## config.mk

```make
export PLATFORM = sky130hd
export DESIGN_NAME = mul_sequencer
export DESIGN_NICKNAME = d
export VERILOG_FILES = /design/src/rtl/pe_pkg.sv /design/src/rtl/mul_hi_correct.sv /design/src/rtl/mul_sequencer.sv
export SDC_FILE = /design/constraint.sdc
export NUM_CORES = 1
export LEC_CHECK = 0
export ABC_AREA = 1
export BUFFER_PORTS_ARGS = -buffer_cell sky130_fd_sc_hd__buf_2
export CAP_MARGIN = 5
export CORE_ASPECT_RATIO = 0.75
export CORE_MARGIN = 2
export CORE_UTILIZATION = 40
export DETAILED_ROUTE_END_ITERATION = 8
export GPL_TIMING_DRIVEN = 0
export PLACE_DENSITY = 0.66
export SYNTH_ARGS = -nofsm -noshare
export SYNTH_HDL_FRONTEND = slang
export SYNTH_SLANG_ARGS = --single-unit
```

## constraint.sdc

```tcl
create_clock -name clk -period 4.4 [get_ports clk]
set_input_delay 0.88 -clock clk [delete_from_list [all_inputs] [get_ports clk]]
set_output_delay 0.88 -clock clk [all_outputs]
set_load 0.02 [all_outputs]
```

## src/rtl/pe_pkg.sv

```systemverilog
// Shared execute-stage definitions: multiply op encodings, sequencer states
// and the default datapath width.
package pe_pkg;

   localparam int PE_XLEN = 32;

   // funct3[1:0] of the RV32M multiply group
   typedef enum logic [1:0] {
      MUL_OP_MUL    = 2'b00,
      MUL_OP_MULH   = 2'b01,
      MUL_OP_MULHSU = 2'b10,
      MUL_OP_MULHU  = 2'b11
   } mul_op_t;

   typedef enum logic [2:0] {
      SEQ_IDLE  = 3'd0,
      SEQ_START = 3'd1,
      SEQ_WAIT  = 3'd2,
      SEQ_CORR  = 3'd3,
      SEQ_OUT   = 3'd4,
      SEQ_DRAIN = 3'd5
   } mul_seq_state_t;

endpackage

```

## src/rtl/mul_hi_correct.sv

```systemverilog
// Turns the signed 64-bit Booth product into the 32-bit result of the
// requested RV32M op. Unsigned operands are recovered by adding the other
// operand into the upper word whenever an operand's top bit is set.
module mul_hi_correct
   import pe_pkg::*;
#(
   parameter int XLEN = PE_XLEN
) (
   input  mul_op_t           op,
   input  logic [XLEN-1:0]   a,
   input  logic [XLEN-1:0]   b,
   input  logic [2*XLEN-1:0] p,
   output logic [XLEN-1:0]   result
);

   logic [XLEN-1:0] hi_s;
   logic [XLEN-1:0] add_a_s;
   logic [XLEN-1:0] add_b_s;

   // Select the half and apply the unsigned-operand correction terms
   always_comb begin
      hi_s    = p[2*XLEN-1:XLEN];
      add_a_s = {XLEN{1'b0}};
      add_b_s = {XLEN{1'b0}};
      if (b[XLEN-1]) begin
         add_a_s = a;
      end else begin
         add_a_s = {XLEN{1'b0}};
      end
      if (a[XLEN-1]) begin
         add_b_s = b;
      end else begin
         add_b_s = {XLEN{1'b0}};
      end
      case (op)
         MUL_OP_MUL:    result = p[XLEN-1:0];
         MUL_OP_MULH:   result = hi_s;
         MUL_OP_MULHSU: result = hi_s + add_a_s;
         MUL_OP_MULHU:  result = hi_s + add_a_s + add_b_s;
         default:       result = hi_s;
      endcase
   end

endmodule

```

## src/rtl/mul_sequencer.sv

```systemverilog
// RV32M multiply front-end: accepts MUL/MULH/MULHSU/MULHU, drives an
// external iterative signed multiplier through start/done, corrects the
// upper word for unsigned operands and hands the result to writeback.
// A one-entry product cache lets an op on the operands of the previous
// completed multiply skip the multiplier entirely.
module mul_sequencer
   import pe_pkg::*;
#(
   parameter int XLEN  = PE_XLEN,
   parameter int TAG_W = 5
) (
   input  logic              clk,
   input  logic              rst,
   input  logic              in_valid,
   output logic              in_ready,
   input  logic [1:0]        in_op,
   input  logic [XLEN-1:0]   in_rs1,
   input  logic [XLEN-1:0]   in_rs2,
   input  logic [TAG_W-1:0]  in_rd,
   input  logic              flush,
   output logic [XLEN-1:0]   mul_multiplicand,
   output logic [XLEN-1:0]   mul_multiplier,
   output logic              mul_start,
   input  logic [2*XLEN-1:0] mul_product,
   input  logic              mul_done,
   output logic              out_valid,
   input  logic              out_ready,
   output logic [XLEN-1:0]   out_result,
   output logic [TAG_W-1:0]  out_rd
);

   mul_seq_state_t    state_r;
   mul_op_t           op_r;
   logic [TAG_W-1:0]  rd_r;
   logic              cache_vld_r;
   logic [XLEN-1:0]   cache_a_r;
   logic [XLEN-1:0]   cache_b_r;
   logic [2*XLEN-1:0] cache_p_r;

   logic              cache_hit_s;
   logic [XLEN-1:0]   corr_result_s;

   // Accept only in IDLE; this is the one combinational output
   assign in_ready = (state_r == SEQ_IDLE);

   // Hit when the offered operands match the last completed product
   assign cache_hit_s = cache_vld_r && (in_rs1 == cache_a_r) && (in_rs2 == cache_b_r);

   // The latched operands double as a and b; the product always comes from
   // the cache, which is written on every multiplier completion.
   mul_hi_correct #(
      .XLEN (XLEN)
   ) u_hi_correct (
      .op     (op_r),
      .a      (mul_multiplicand),
      .b      (mul_multiplier),
      .p      (cache_p_r),
      .result (corr_result_s)
   );

   // Sequencer FSM with registered multiplier and writeback outputs
   always_ff @(posedge clk) begin
      if (rst) begin
         state_r          <= SEQ_IDLE;
         op_r             <= MUL_OP_MUL;
         rd_r             <= {TAG_W{1'b0}};
         cache_vld_r      <= 1'b0;
         cache_a_r        <= {XLEN{1'b0}};
         cache_b_r        <= {XLEN{1'b0}};
         cache_p_r        <= {(2*XLEN){1'b0}};
         mul_multiplicand <= {XLEN{1'b0}};
         mul_multiplier   <= {XLEN{1'b0}};
         mul_start        <= 1'b0;
         out_valid        <= 1'b0;
         out_result       <= {XLEN{1'b0}};
         out_rd           <= {TAG_W{1'b0}};
      end else begin
         mul_start <= 1'b0;
         case (state_r)
            SEQ_IDLE: begin
               if (flush) begin
                  cache_vld_r <= 1'b0;
               end else if (in_valid) begin
                  op_r             <= mul_op_t'(in_op);
                  rd_r             <= in_rd;
                  mul_multiplicand <= in_rs1;
                  mul_multiplier   <= in_rs2;
                  if (cache_hit_s) begin
                     state_r <= SEQ_CORR;
                  end else begin
                     state_r   <= SEQ_START;
                     mul_start <= 1'b1;
                  end
               end else begin
                  state_r <= SEQ_IDLE;
               end
            end
            SEQ_START: begin
               // The start pulse has already gone out; a flush must drain it
               if (flush) begin
                  cache_vld_r <= 1'b0;
                  state_r     <= SEQ_DRAIN;
               end else begin
                  state_r <= SEQ_WAIT;
               end
            end
            SEQ_WAIT: begin
               if (flush) begin
                  cache_vld_r <= 1'b0;
                  if (mul_done) begin
                     state_r <= SEQ_IDLE;
                  end else begin
                     state_r <= SEQ_DRAIN;
                  end
               end else if (mul_done) begin
                  cache_vld_r <= 1'b1;
                  cache_a_r   <= mul_multiplicand;
                  cache_b_r   <= mul_multiplier;
                  cache_p_r   <= mul_product;
                  state_r     <= SEQ_CORR;
               end else begin
                  state_r <= SEQ_WAIT;
               end
            end
            SEQ_CORR: begin
               if (flush) begin
                  cache_vld_r <= 1'b0;
                  state_r     <= SEQ_IDLE;
               end else begin
                  out_result <= corr_result_s;
                  out_rd     <= rd_r;
                  out_valid  <= 1'b1;
                  state_r    <= SEQ_OUT;
               end
            end
            SEQ_OUT: begin
               if (flush) begin
                  cache_vld_r <= 1'b0;
                  out_valid   <= 1'b0;
                  state_r     <= SEQ_IDLE;
               end else if (out_ready) begin
                  out_valid <= 1'b0;
                  state_r   <= SEQ_IDLE;
               end else begin
                  state_r <= SEQ_OUT;
               end
            end
            SEQ_DRAIN: begin
               // The multiplier cannot be aborted: wait out its product
               if (flush) begin
                  cache_vld_r <= 1'b0;
               end else begin
                  cache_vld_r <= cache_vld_r;
               end
               if (mul_done) begin
                  state_r <= SEQ_IDLE;
               end else begin
                  state_r <= SEQ_DRAIN;
               end
            end
            default: begin
               state_r   <= SEQ_IDLE;
               out_valid <= 1'b0;
            end
         endcase
      end
   end

endmodule

```

==> results.py <==
metrics = {
    "clock_tree": {
        "cts_tree": "built",
        "postCtsHoldBufs": 0,
        "numCtsBuffers": 27,
        "clk_path_buf_depth": 3,
        "cts-root-buf": "clkbuf_16",
        "htreeDepth": 1,
        "cts_sinks": 242,
        "worstSkewPairLatency_ps": 590,
        "cts.clk_slew.worst_paths_ps": 70,
    },
    "floorplan": {
        "core_um2": 35800,
        "dieArea_um2": 37800,
        "die_w_um": 224,
        "std_cell_rows": 60,
        "ioPinCount": 245,
        "die_height_um": 169,
        "initial_utilization_pct": 40.5,
    },
    "logic_synthesis": {
        "synth_xor_area_share_pct": 2.42,
        "ys_ff_latch": 242,
        "syn-cell-area_um2": 14500,
        "yosys_warnings": 0,
        "syn_area_per_cell_um2": 6.53,
        "synth_nets": 2429,
        "synth_edf_count": 0,
        "synth_cell_type_count": 49,
        "synthSimpleGateAreaFrac_pct": 27.3,
        "synth_top_family_by_area": "simple AND/OR/NAND/NOR gates",
        "synth-async-reset-ratio_pct": 0,
        "muxShareOfSynthArea_pct": 0,
        "synth-compound-area-share_pct": 20.3,
        "synth_cells": 2221,
        "synth_fa_ha_area_share_pct": 5.89,
        "ys.flop_type": "dfxtp_1",
        "synth_seq_area_share_pct": 33.4,
    },
    "power_and_ir_drop": {
        "p_comb_share_pct": 12.8,
        "p_sw_share_pct": 29.8,
        "p_seq_share_pct": 42.7,
        "power.density_nw_per_um2": 312,
        "p_int_mw": 3.87,
        "p_switching_mw": 1.64,
        "power_leakage_nw": 8.46,
        "clock_power_share_pct": 44.5,
        "ir_drop_uv": 298,
    },
    "drt": {
        "first_iter_violations": 2050,
        "viasPerCell": 5.64,
        "drc": 0,
        "drt-total-wl_um": 70500,
        "wl_met2_um": 27300,
        "vias": 16800,
        "routed-wl-met3_um": 8280,
        "ant_nets": 0,
        "routed.top_layer": "met5",
        "first_pass_iters": 6,
        "met1_length_um": 33000,
        "wl_per_cell_um": 23.6,
    },
    "placement": {
        "dp_hpwl_um": 57700,
        "dpl_worst_slack_ps": -1110,
        "gp_congestion": 0.987,
        "portBuffers": 243,
        "placed_cell_area_um2": 16300,
    },
    "sta": {
        "setup_violations": 0,
        "final_critical_path_setup_slack_ps": 188,
        "fin_setup_tns_ps": 0,
        "fin_crit_ps": 4210,
        "tightest_slew_ps": 1020,
        "final_max_slew_viol_count": 0,
        "hold_viol": 0,
        "grt_setup_unrepaired": "yes",
        "relSlewSlack_pct": 30.5,
        "fin_crit_sh_pct": 95.7,
        "max_freq_ghz": 0.237,
        "skew_ps": 29.9,
    },
    "worst_setup_path": {
        "path_delay_family": "simple AND/OR/NAND/NOR gates",
        "cpMostUsedCell": "nand2_1",
        "critPathKind": "reg -> reg",
        "cp-start-kind": "flop",
        "max_stage_delay_ps": 420,
        "critPathCaptureType": "flop",
        "crit_arrival_ps": 4650,
        "worst-path-buf-inv": 3,
        "rr_worst_depth": 23,
        "r2r_slack_ps": 190,
        "crit_path_max_fanout": 10,
        "cp_cell_sequence": "buf_6 -> buf_4 -> nand2_1 -> inv_1 -> ha_1 -> nand2_2 -> nor2_1 -> nand2_1 -> nor2_1 -> nand2_2 -> nand3_2 -> a31oi_2 -> o21ai_1 -> xor2_1 -> ha_1 -> a21oi_1 -> o21ai_0 -> a21oi_1 -> nand3_1 -> nand3_1 -> nand2_1 -> nand2_1 -> a21oi_2",
        "reg2reg_from": "mul_multiplier[31]$_SDFFE_PP0P_",
        "slowest_stage": "ha_1",
        "r2r-end": "out_result[29]$_SDFFE_PP0P_",
        "worstPathRequired_ps": 4840,
    },
    "status": {
        "outcome": "completed",
    },
    "global_routing": {
        "grt_max_degree": 20,
        "grt_pass1_wl_um": 101000,
        "grt_pass1_vias": 15300,
        "grt_util_all_layers_pct": 36.5,
        "overflow": 0,
        "grt_antenna_before_repair": 1,
    },
    "layout": {
        "multi_input_area_um2": 8490,
        "fin_nets": 2708,
        "antenna_cells": 0,
        "fillerInstances": 3767,
        "stdcell_area_um2": 17700,
        "ff_latch_area_um2": 4850,
        "layout_common_cells": "501 x nand2_1, 300 x inv_1, 250 x a21oi_1",
        "final_common_cell": "nand2_1",
        "final_layout_size_suffix_gt1_share_pct": 17.2,
        "layout-area-overhead-vs-synth_pct": 22.0,
    },
    "min_path": {
        "hold_end": "cache_p_r[30]$_SDFFE_PP0P_",
        "worstHoldStart": "cache_p_r[30]$_SDFFE_PP0P_",
        "whs_path_depth": 2,
        "hold_path_class": "reg -> reg",
    },
    "job": {
        "maxCapViolations": 0,
    },
}
[cell type report]
type	count	area share (%)
inverters	307	6.51
repair buffers	251	7.21
well taps	465	3.29
flip-flops and latches	242	27.4
clock buffers	39	4.41
plain buffers	102	2.32
clock inverters	10	0.870
multi-input cells	1569	48.0
[timing repair]
action	CTS	global route
buffers inserted	0	8
setup endpoints to repair	25	22
gates resized for setup	30	64
pin swaps	1	16
[Yosys cell counts (5+ instances only)]
master     count  area (um^2)
o211ai_1       9         67.6
o21ai_1        7         35.0
a221oi_1      10         87.6
o2111ai_1     14          123
nor2_2         9         56.3
xor2_1        25          219
a21oi_1      259         1300
ha_1          65          813
nor3_1         5         25.0
inv_1        300         1130
a21oi_2        8         70.1
nor2_1       175          657
inv_2          5         18.8
or2_2          7         43.8
o221ai_1       6         52.6
nand3_2       12          120
dfxtp_1      242         4840
o21ai_0      179          896
nand2_1      509         1910
nand4_1       18          113
clkbuf_1      98          368
xnor2_1       15          131
o22ai_1       21          131
nand2_2       29          181
nand3_1      140          701
nor4_1         9         56.3
[per-layer routing]
layer / track usage, % / vias up
met1: 55.9 / 7959
met5: 0 / -
li1: - / 7829
met3: 8.92 / 112
met4: 8.64 / 2
met2: 50.6 / 935
[power groups by stage]
| stage | clock network [mW] | registers, mW | logic [mW] |
|---|---|---|---|
| floorplan | 0 | 2.40 | 0.294 |
| global placement | 0 | 2.39 | 0.663 |
| detailed placement | 0 | 2.39 | 0.669 |
| CTS | 2.44 | 2.35 | 0.676 |
| global route | 2.53 | 2.35 | 0.749 |
| finish | 2.45 | 2.35 | 0.707 |
[stage by stage]
stage                     util [%]  hold WS (ps)  instances  power [mW]
final                         49.4           454       2985        5.51
after global placement        45.5           436       2929        3.06
after global routing          49.4           473       2985        5.63
after CTS                     48.4           453       2977        5.47
after floorplan                  -           425       2221        2.69
after detailed placement      45.5           444       2929        3.06
[registers in the layout, summed over array words and instances (netlist names)]
signal and cells:
op_r 2, out_result 32, mul_multiplier 32, out_rd 5, rd_r 5, out_valid 1, state_r 3, cache_vld_r 1
mul_multiplicand 32, cache_b_r 32, cache_a_r 32, mul_start 1, cache_p_r 64
[worst min-delay path, stage by stage (launching register included)]
cell and delay [ps]:
dfxtp_1 300, inv_1 60, a21oi_1 50
[worst max-delay path by stage]
stage	cells past startpoint	from	endpoint
3_3_place_gp	23	mul_multiplier[31]$_SDFFE_PP0P_	out_result[13]$_SDFFE_PP0P_
6_report	23	mul_multiplier[31]$_SDFFE_PP0P_	out_result[29]$_SDFFE_PP0P_
3_5_place_dp	23	mul_multiplier[31]$_SDFFE_PP0P_	out_result[13]$_SDFFE_PP0P_
5_1_grt	26	mul_multiplier[31]$_SDFFE_PP0P_	out_result[24]$_SDFFE_PP0P_
4_1_cts	24	mul_multiplier[31]$_SDFFE_PP0P_	out_result[14]$_SDFFE_PP0P_
2_1_floorplan	23	mul_multiplier[31]$_SDFFE_PP0P_	out_result[13]$_SDFFE_PP0P_
[cells by family (layout without fill, tap and decap cells)]
| group | count (synthesis) | count (layout) |
|---|---|---|
| buffers and inverters | 410 | 709 |
| DFF | 242 | 242 |
| AOI/OAI and AO/OA | 537 | 537 |
| xor gates and xnor gates | 40 | 40 |
| adders and majority gates | 67 | 67 |
| and+or+nand+nor | 925 | 925 |
No activity file was read; power rests on OpenSTA's default activity.
